--- src/rtl/io_pkg.sv ---
// Shared IO definitions for the memory/IO decoder's output stage.
package io_pkg;

  localparam int unsigned DATA_W     = 16;
  localparam int unsigned SEG_VAL_W  = 32;
  localparam int unsigned NUM_DIGITS = 8;
  localparam int unsigned NIBBLE_W   = 4;
  localparam int unsigned IDX_W      = 3;
  localparam int unsigned SEG_W      = 8;
  localparam int unsigned GLYPH_W    = 7;

  // IO sub-addresses as presented by the address decoder
  localparam logic [1:0] IOA_NONE   = 2'b00;
  localparam logic [1:0] IOA_SEG_LO = 2'b01;
  localparam logic [1:0] IOA_LED    = 2'b10;
  localparam logic [1:0] IOA_SEG_HI = 2'b11;

  // Full CPU-visible addresses matching the sub-addresses above
  localparam logic [31:0] IO_ADDR_LED    = 32'hFFFF_FC7C;
  localparam logic [31:0] IO_ADDR_SEG_LO = 32'hFFFF_FC80;
  localparam logic [31:0] IO_ADDR_SEG_HI = 32'hFFFF_FC84;

  // All cathodes (or anodes) off on an active-low bus
  localparam logic [SEG_W-1:0] SEG_OFF = 8'hFF;

  typedef enum logic {
    SLOT_BLANK = 1'b0,
    SLOT_SHOW  = 1'b1
  } slot_state_e;

  // Decoded IO write request for one cycle
  typedef struct packed {
    logic              led_we;
    logic              seg_lo_we;
    logic              seg_hi_we;
    logic [DATA_W-1:0] data;
  } io_wr_t;

  // Turn strobes plus sub-address into per-register write enables
  function automatic io_wr_t io_decode(input logic              led_ctrl,
                                       input logic              dig_ctrl,
                                       input logic [1:0]        addr,
                                       input logic [DATA_W-1:0] data);
    io_wr_t wr;
    wr.led_we    = led_ctrl && (addr == IOA_LED);
    wr.seg_lo_we = dig_ctrl && (addr == IOA_SEG_LO);
    wr.seg_hi_we = dig_ctrl && (addr == IOA_SEG_HI);
    wr.data      = data;
    return wr;
  endfunction

endpackage

--- src/rtl/hex_to_seg7.sv ---
// Hex nibble to active-low seven-segment glyph, bit order {g,f,e,d,c,b,a}.
module hex_to_seg7
  import io_pkg::*;
(
  input  logic [NIBBLE_W-1:0] nibble,
  output logic [GLYPH_W-1:0]  seg_c
);

  // Glyph lookup
  always_comb begin
    seg_c = 7'h7F;
    case (nibble)
      4'h0: seg_c = 7'h40;
      4'h1: seg_c = 7'h79;
      4'h2: seg_c = 7'h24;
      4'h3: seg_c = 7'h30;
      4'h4: seg_c = 7'h19;
      4'h5: seg_c = 7'h12;
      4'h6: seg_c = 7'h02;
      4'h7: seg_c = 7'h78;
      4'h8: seg_c = 7'h00;
      4'h9: seg_c = 7'h10;
      4'hA: seg_c = 7'h08;
      4'hB: seg_c = 7'h03;
      4'hC: seg_c = 7'h46;
      4'hD: seg_c = 7'h21;
      4'hE: seg_c = 7'h06;
      4'hF: seg_c = 7'h0E;
      default: seg_c = 7'h7F;
    endcase
  end

endmodule

--- src/rtl/io_display_out.sv ---
// LED register and 8-digit multiplexed hex display driven by IO writes.
module io_display_out
  import io_pkg::*;
#(
  parameter int unsigned SCAN_DIV  = 100000,
  parameter int unsigned BLANK_CYC = 16,
  parameter bit          LZ_BLANK  = 1'b0
) (
  input  logic        clk,
  input  logic        rst_n,
  input  logic        LEDCtrl,
  input  logic        DigitalCtrl,
  input  logic [1:0]  ledaddr,
  input  logic [15:0] led_data,
  output logic [15:0] led,
  output logic [7:0]  seg_an,
  output logic [7:0]  seg_out
);

  localparam int unsigned CNT_W = (SCAN_DIV > 2) ? $clog2(SCAN_DIV) : 1;
  localparam logic [CNT_W-1:0] CNT_MAX   = CNT_W'(SCAN_DIV - 1);
  localparam logic [CNT_W-1:0] BLANK_END = CNT_W'(BLANK_CYC);
  // With no blanking window the very first slot cycle is already lit
  localparam slot_state_e SLOT_RST = (BLANK_CYC == 0) ? SLOT_SHOW : SLOT_BLANK;

  logic [CNT_W-1:0]     cnt_q, cnt_d;
  logic [IDX_W-1:0]     idx_q, idx_d;
  slot_state_e          state_q, state_d;
  logic [DATA_W-1:0]    led_q, led_d;
  logic [SEG_VAL_W-1:0] seg_q, seg_d;
  logic [SEG_W-1:0]     seg_an_q, seg_an_d;
  logic [SEG_W-1:0]     seg_out_q, seg_out_d;

  io_wr_t               wr_c;
  logic [NIBBLE_W-1:0]  nibble_c;
  logic [GLYPH_W-1:0]   glyph_c;
  logic [NUM_DIGITS-1:0] lit_c;
  logic                 digit_on_c;

  // IO write decode into the LED and display value registers
  always_comb begin
    wr_c  = io_decode(LEDCtrl, DigitalCtrl, ledaddr, led_data);
    led_d = led_q;
    seg_d = seg_q;
    if (wr_c.led_we)    led_d         = wr_c.data;
    if (wr_c.seg_lo_we) seg_d[15:0]   = wr_c.data;
    if (wr_c.seg_hi_we) seg_d[31:16]  = wr_c.data;
  end

  // A digit stays lit when it or any more significant nibble is non-zero
  for (genvar g = 0; g < NUM_DIGITS; g++) begin : g_lit
    if (g == 0) begin : g_first
      assign lit_c[g] = 1'b1;
    end else begin : g_upper
      assign lit_c[g] = |seg_q[SEG_VAL_W-1:NIBBLE_W*g];
    end
  end

  assign digit_on_c = !LZ_BLANK || lit_c[idx_q];
  assign nibble_c   = seg_q[{idx_q, 2'b00} +: NIBBLE_W];

  hex_to_seg7 u_hex_to_seg7 (
    .nibble (nibble_c),
    .seg_c  (glyph_c)
  );

  // Scan counter, digit index, slot FSM and registered display drive
  always_comb begin
    cnt_d     = cnt_q + CNT_W'(1);
    idx_d     = idx_q;
    state_d   = state_q;
    seg_an_d  = SEG_OFF;
    seg_out_d = SEG_OFF;

    if (cnt_q == CNT_MAX) begin
      cnt_d = '0;
      idx_d = idx_q + IDX_W'(1);
    end

    case (state_q)
      SLOT_BLANK: if (cnt_d >= BLANK_END) state_d = SLOT_SHOW;
      SLOT_SHOW:  if (cnt_d <  BLANK_END) state_d = SLOT_BLANK;
      default:    state_d = SLOT_RST;
    endcase

    if (state_q == SLOT_SHOW && digit_on_c) begin
      seg_an_d  = ~(SEG_W'(1) << idx_q);
      seg_out_d = {1'b1, glyph_c};
    end
  end

  // State registers with synchronous reset
  always_ff @(posedge clk) begin
    if (!rst_n) begin
      cnt_q     <= '0;
      idx_q     <= '0;
      state_q   <= SLOT_RST;
      led_q     <= '0;
      seg_q     <= '0;
      seg_an_q  <= SEG_OFF;
      seg_out_q <= SEG_OFF;
    end else begin
      cnt_q     <= cnt_d;
      idx_q     <= idx_d;
      state_q   <= state_d;
      led_q     <= led_d;
      seg_q     <= seg_d;
      seg_an_q  <= seg_an_d;
      seg_out_q <= seg_out_d;
    end
  end

  assign led     = led_q;
  assign seg_an  = seg_an_q;
  assign seg_out = seg_out_q;

endmodule

--- config.mk ---
export PLATFORM = sky130hd
export DESIGN_NAME = io_display_out
export DESIGN_NICKNAME = d
export VERILOG_FILES = /design/src/rtl/io_pkg.sv /design/src/rtl/hex_to_seg7.sv /design/src/rtl/io_display_out.sv
export SDC_FILE = /design/constraint.sdc
export NUM_CORES = 1
export LEC_CHECK = 0
export ABC_AREA = 0
export BUFFER_PORTS_ARGS = -buffer_cell sky130_fd_sc_hd__buf_2
export CORE_MARGIN = 10
export CORE_UTILIZATION = 57
export CTS_CLUSTER_SIZE = 16
export DETAILED_ROUTE_END_ITERATION = 8
export PLACE_DENSITY = 0.89
export SETUP_SLACK_MARGIN = 0.1
export SLEW_MARGIN = 20
export SYNTH_ARGS = -nofsm -noshare
export SYNTH_HDL_FRONTEND = slang
export SYNTH_SLANG_ARGS = --single-unit
export TNS_END_PERCENT = 30
--- constraint.sdc ---
create_clock -name clk -period 2.8 [get_ports clk]
set_input_delay 0.14 -clock clk [delete_from_list [all_inputs] [get_ports clk]]
set_output_delay 0.14 -clock clk [all_outputs]
set_load 0.005 [all_outputs]
==> impl_results.md <==
* I/O Pins at 54
* Worst Hold End: seg_q[24]
* Internal power at 1.71 mW
* Critical path buffers and inverters at 0
* Hold Buf Count CTS at 0
* Via density at about 5.5
* Post-synthesis sequential area ratio at between 40 and 50%
* Number of synthesized register bits at 84
* Crit-path max cell delay at 0.63 ns
* Initial core utilization at slightly below 60%
* All-layer global routing usage at 16.3%
* Layout cells sized above 1 at a little under a fifth
* Final WL at 8020 um
* Mapped Cells at 417
* Chip width at 102 um
* Cell count of the worst hold path at 3
* Yosys cell types at 49
* Synth Flop Type: dfxtp_1
* Global route overflow at 0
* Post-layout util at 65.9%
* Crit end category: flop
* Worst hold-check path type: primary input to flop
* Clk pwr share at approximately two fifths
* TritonCTS clock tree: done
* Switching Share at 22.5%
* Number of buffers created by CTS at 9
* Vias at a little under 3,000
* Cell family with most CP delay: multiplexers
* Total power at roughly 2.2 mW
* RePlAce Congestion at between 0.8 and 0.9
* Max capacitance violation total at 0
* Slowest CP cell: dfxtp_1
* FF-to-FF End: seg_out[3]
* Reg clk slew, reported paths at 0.08 ns
* Largest net degree at the start of global routing at 52
* Sink Count at 84
* Commonest non-fill, non-tap cell in the layout: nand2_1
* Final hold violation count at 0
* Port Buf Inserts at 52
* Drt first pass iters at 4
* Vias in the first global route at 3,003
* # Post-CTS Setup Buffers at 0
* Core Box Area at 6420 um^2
* Die Y at 102 um
* FMAX at roughly 420 MHz
* CTS resizes at 0
* Req. time, crit path at 3.04 ns
* Netlist Area Pre-Place at 3790 um^2
* Yosys warnings at 0
* Post-synthesis async set-or-reset flop share at 0%
* Die area at 10,300 um^2
* Drt initial violations at 143
* Synth top area share at roughly 44%
* Nets at 492
* Syn Area/Cell at 9.10 um^2
* Fin crit period at 2.39 ns
* Inserted Diodes at 0
* Final Skew at between 0.01 and 0.015 ns
* Root Buffer: clkbuf_8
* Post-route DRC at 0
* Clk Latency, worst-skew pair at approximately 0.36 ns
* Worst r2r src: idx_q[0]
* FP Rows at 29
* Worst reg-to-reg path cell count at 5
* Net Switching at 498 uW
* Setup Viol. Count Final at 0
* Initial antenna violation count at 0
* Data arrival, critical path at 2.63 ns
* CP Max Fanout at 10
* Sequential fraction of design power at 56.0%
* Detailed placement HPWL at 6030 um
* Total negative slack at 0 ns
* Status: completed
* Unrepaired setup endpoints after global routing: no
* Worst Setup Path Type: flop to flop
* Min-delay src: led_data[8]
* CP startpoint kind: flop
* Crit-path cells: mux4_2 -> mux2_2 -> ha_1 -> mux2_1 -> o31a_1
* Syn Nets at 452
* Routed Antenna Nets at 0
* Area delta synth->final at 11.5%
* Pwr dens at 522 nW/um^2
* Fillers at about 500
* H-tree depth at 3
* R2R Setup Slk at 0.41 ns
* Combinational fraction of design power at 6.0%
* Most frequent cells in the layout: nand2_1, dfxtp_1, buf_2, a21boi_0, nor2_1
* EDFF count, synth at 0
* Routed wire per std cell at between 10 and 15 um
* Period Utilization, post-route at between 80% and 90%
* Fin. max-slew vios at 0
* Top cells by area, synth: dfxtp_1, nand2_1, a21boi_0, mux4_2, ha_1
* Worst-margin pin slew at 1.01 ns
* Leak at about 1.6 nW
* First-pass GRT wire length at around 14,000 um
* Clock buffer depth at 2
* Synth area leader: dfxtp_1
* Max VDD drop at 0.375 mV
* Relative slew slack at 32.7%
==> worst max path at each step <==
stage,cells past startpoint,slack [ns],from,end
6_report,5,0.41,idx_q[0],seg_out[3]
4_1_cts,5,0.41,idx_q[0],seg_out[3]
3_3_place_gp,5,0.49,idx_q[0],seg_out[3]
2_1_floorplan,6,0.67,idx_q[1],seg_out[3]
5_1_grt,8,0.28,idx_q[0],seg_out[5]
3_5_place_dp,5,0.43,idx_q[0],seg_out[3]
==> power groups by stage <==
stage | sequential (mW) | clock, mW | combinational, mW
floorplan | 1.26 | 0 | 0.0834
global placement | 1.26 | 0 | 0.126
detailed placement | 1.26 | 0 | 0.132
CTS | 1.24 | 0.863 | 0.133
global route | 1.24 | 0.909 | 0.148
finish | 1.24 | 0.840 | 0.132
==> sequential cells by signal, indices dropped and copies added, names as in the netlist <==
signal	flops
idx_q	3
cnt_q	17
seg_an	8
state_q	1
seg_q	32
led	16
seg_out	7
==> final cells by class <==
| type | count | area (um^2) | area share, % |
|---|---|---|---|
| timing repair buffer | 56 | 290 | 6.86 |
| multi-input combinational | 301 | 1950 | 46.1 |
| clock buffer | 12 | 145 | 3.43 |
| inverter | 5 | 18.8 | 0.444 |
| clock inverter | 3 | 47.5 | 1.12 |
| tap | 77 | 96.3 | 2.28 |
| sequential | 84 | 1680 | 39.8 |
==> logic make-up (layout without fill, tap and decap cells) <==
| family | Yosys count | count (layout) | share of synthesized area [%] |
|---|---|---|---|
| and+or+nand+nor | 183 | 183 | 21.6 |
| muxes | 15 | 15 | 7.32 |
| xor gates and xnor gates | 18 | 18 | 4.16 |
| buffers and inverters | 32 | 76 | 4.25 |
| AOI/OAI and AO/OA | 71 | 71 | 13.9 |
| other | 1 | 1 | 0.0988 |
| DFF | 84 | 84 | 44.3 |
| adders and majority gates | 13 | 13 | 4.29 |
==> stage by stage <==
stage	instances	cell area [um^2]	setup WS, ns	hold slack [ns]
6_report	538	4230	0.412	0.0447
5_1_grt	538	4230	0.277	0.0216
4_1_cts	538	4230	0.412	0.0221
3_5_place_dp	523	4040	0.427	0.415
3_3_place_gp	523	4040	0.489	0.408
2_1_floorplan	417	3790	0.673	0.275
==> worst register-to-register path, delay by kind of cell (launching register included) <==
family | cells | cell delay [ns]
muxes | 3 | 1.18
adders and majority gates | 1 | 0.24
DFF | 1 | 0.63
AOI/OAI and AO/OA | 1 | 0.23
==> synth_stat cells, drive strengths merged (5+ instances only) <==
cell    number
a21boi      48
nor2        18
mux2i        5
and4         6
ha          13
nand2      117
nand4        6
and2         8
dfxtp       84
xnor2       10
mux4         8
buf         11
nand3       10
xor2         8
clkbuf      16
==> per-layer routing <==
metal  track usage [%]  wire [um]
met1              18.2       3540
met2              27.4       3840
met3              6.67        563
met4              5.61         84
met5                 0          0
No activity file was read; power rests on OpenSTA's default activity.
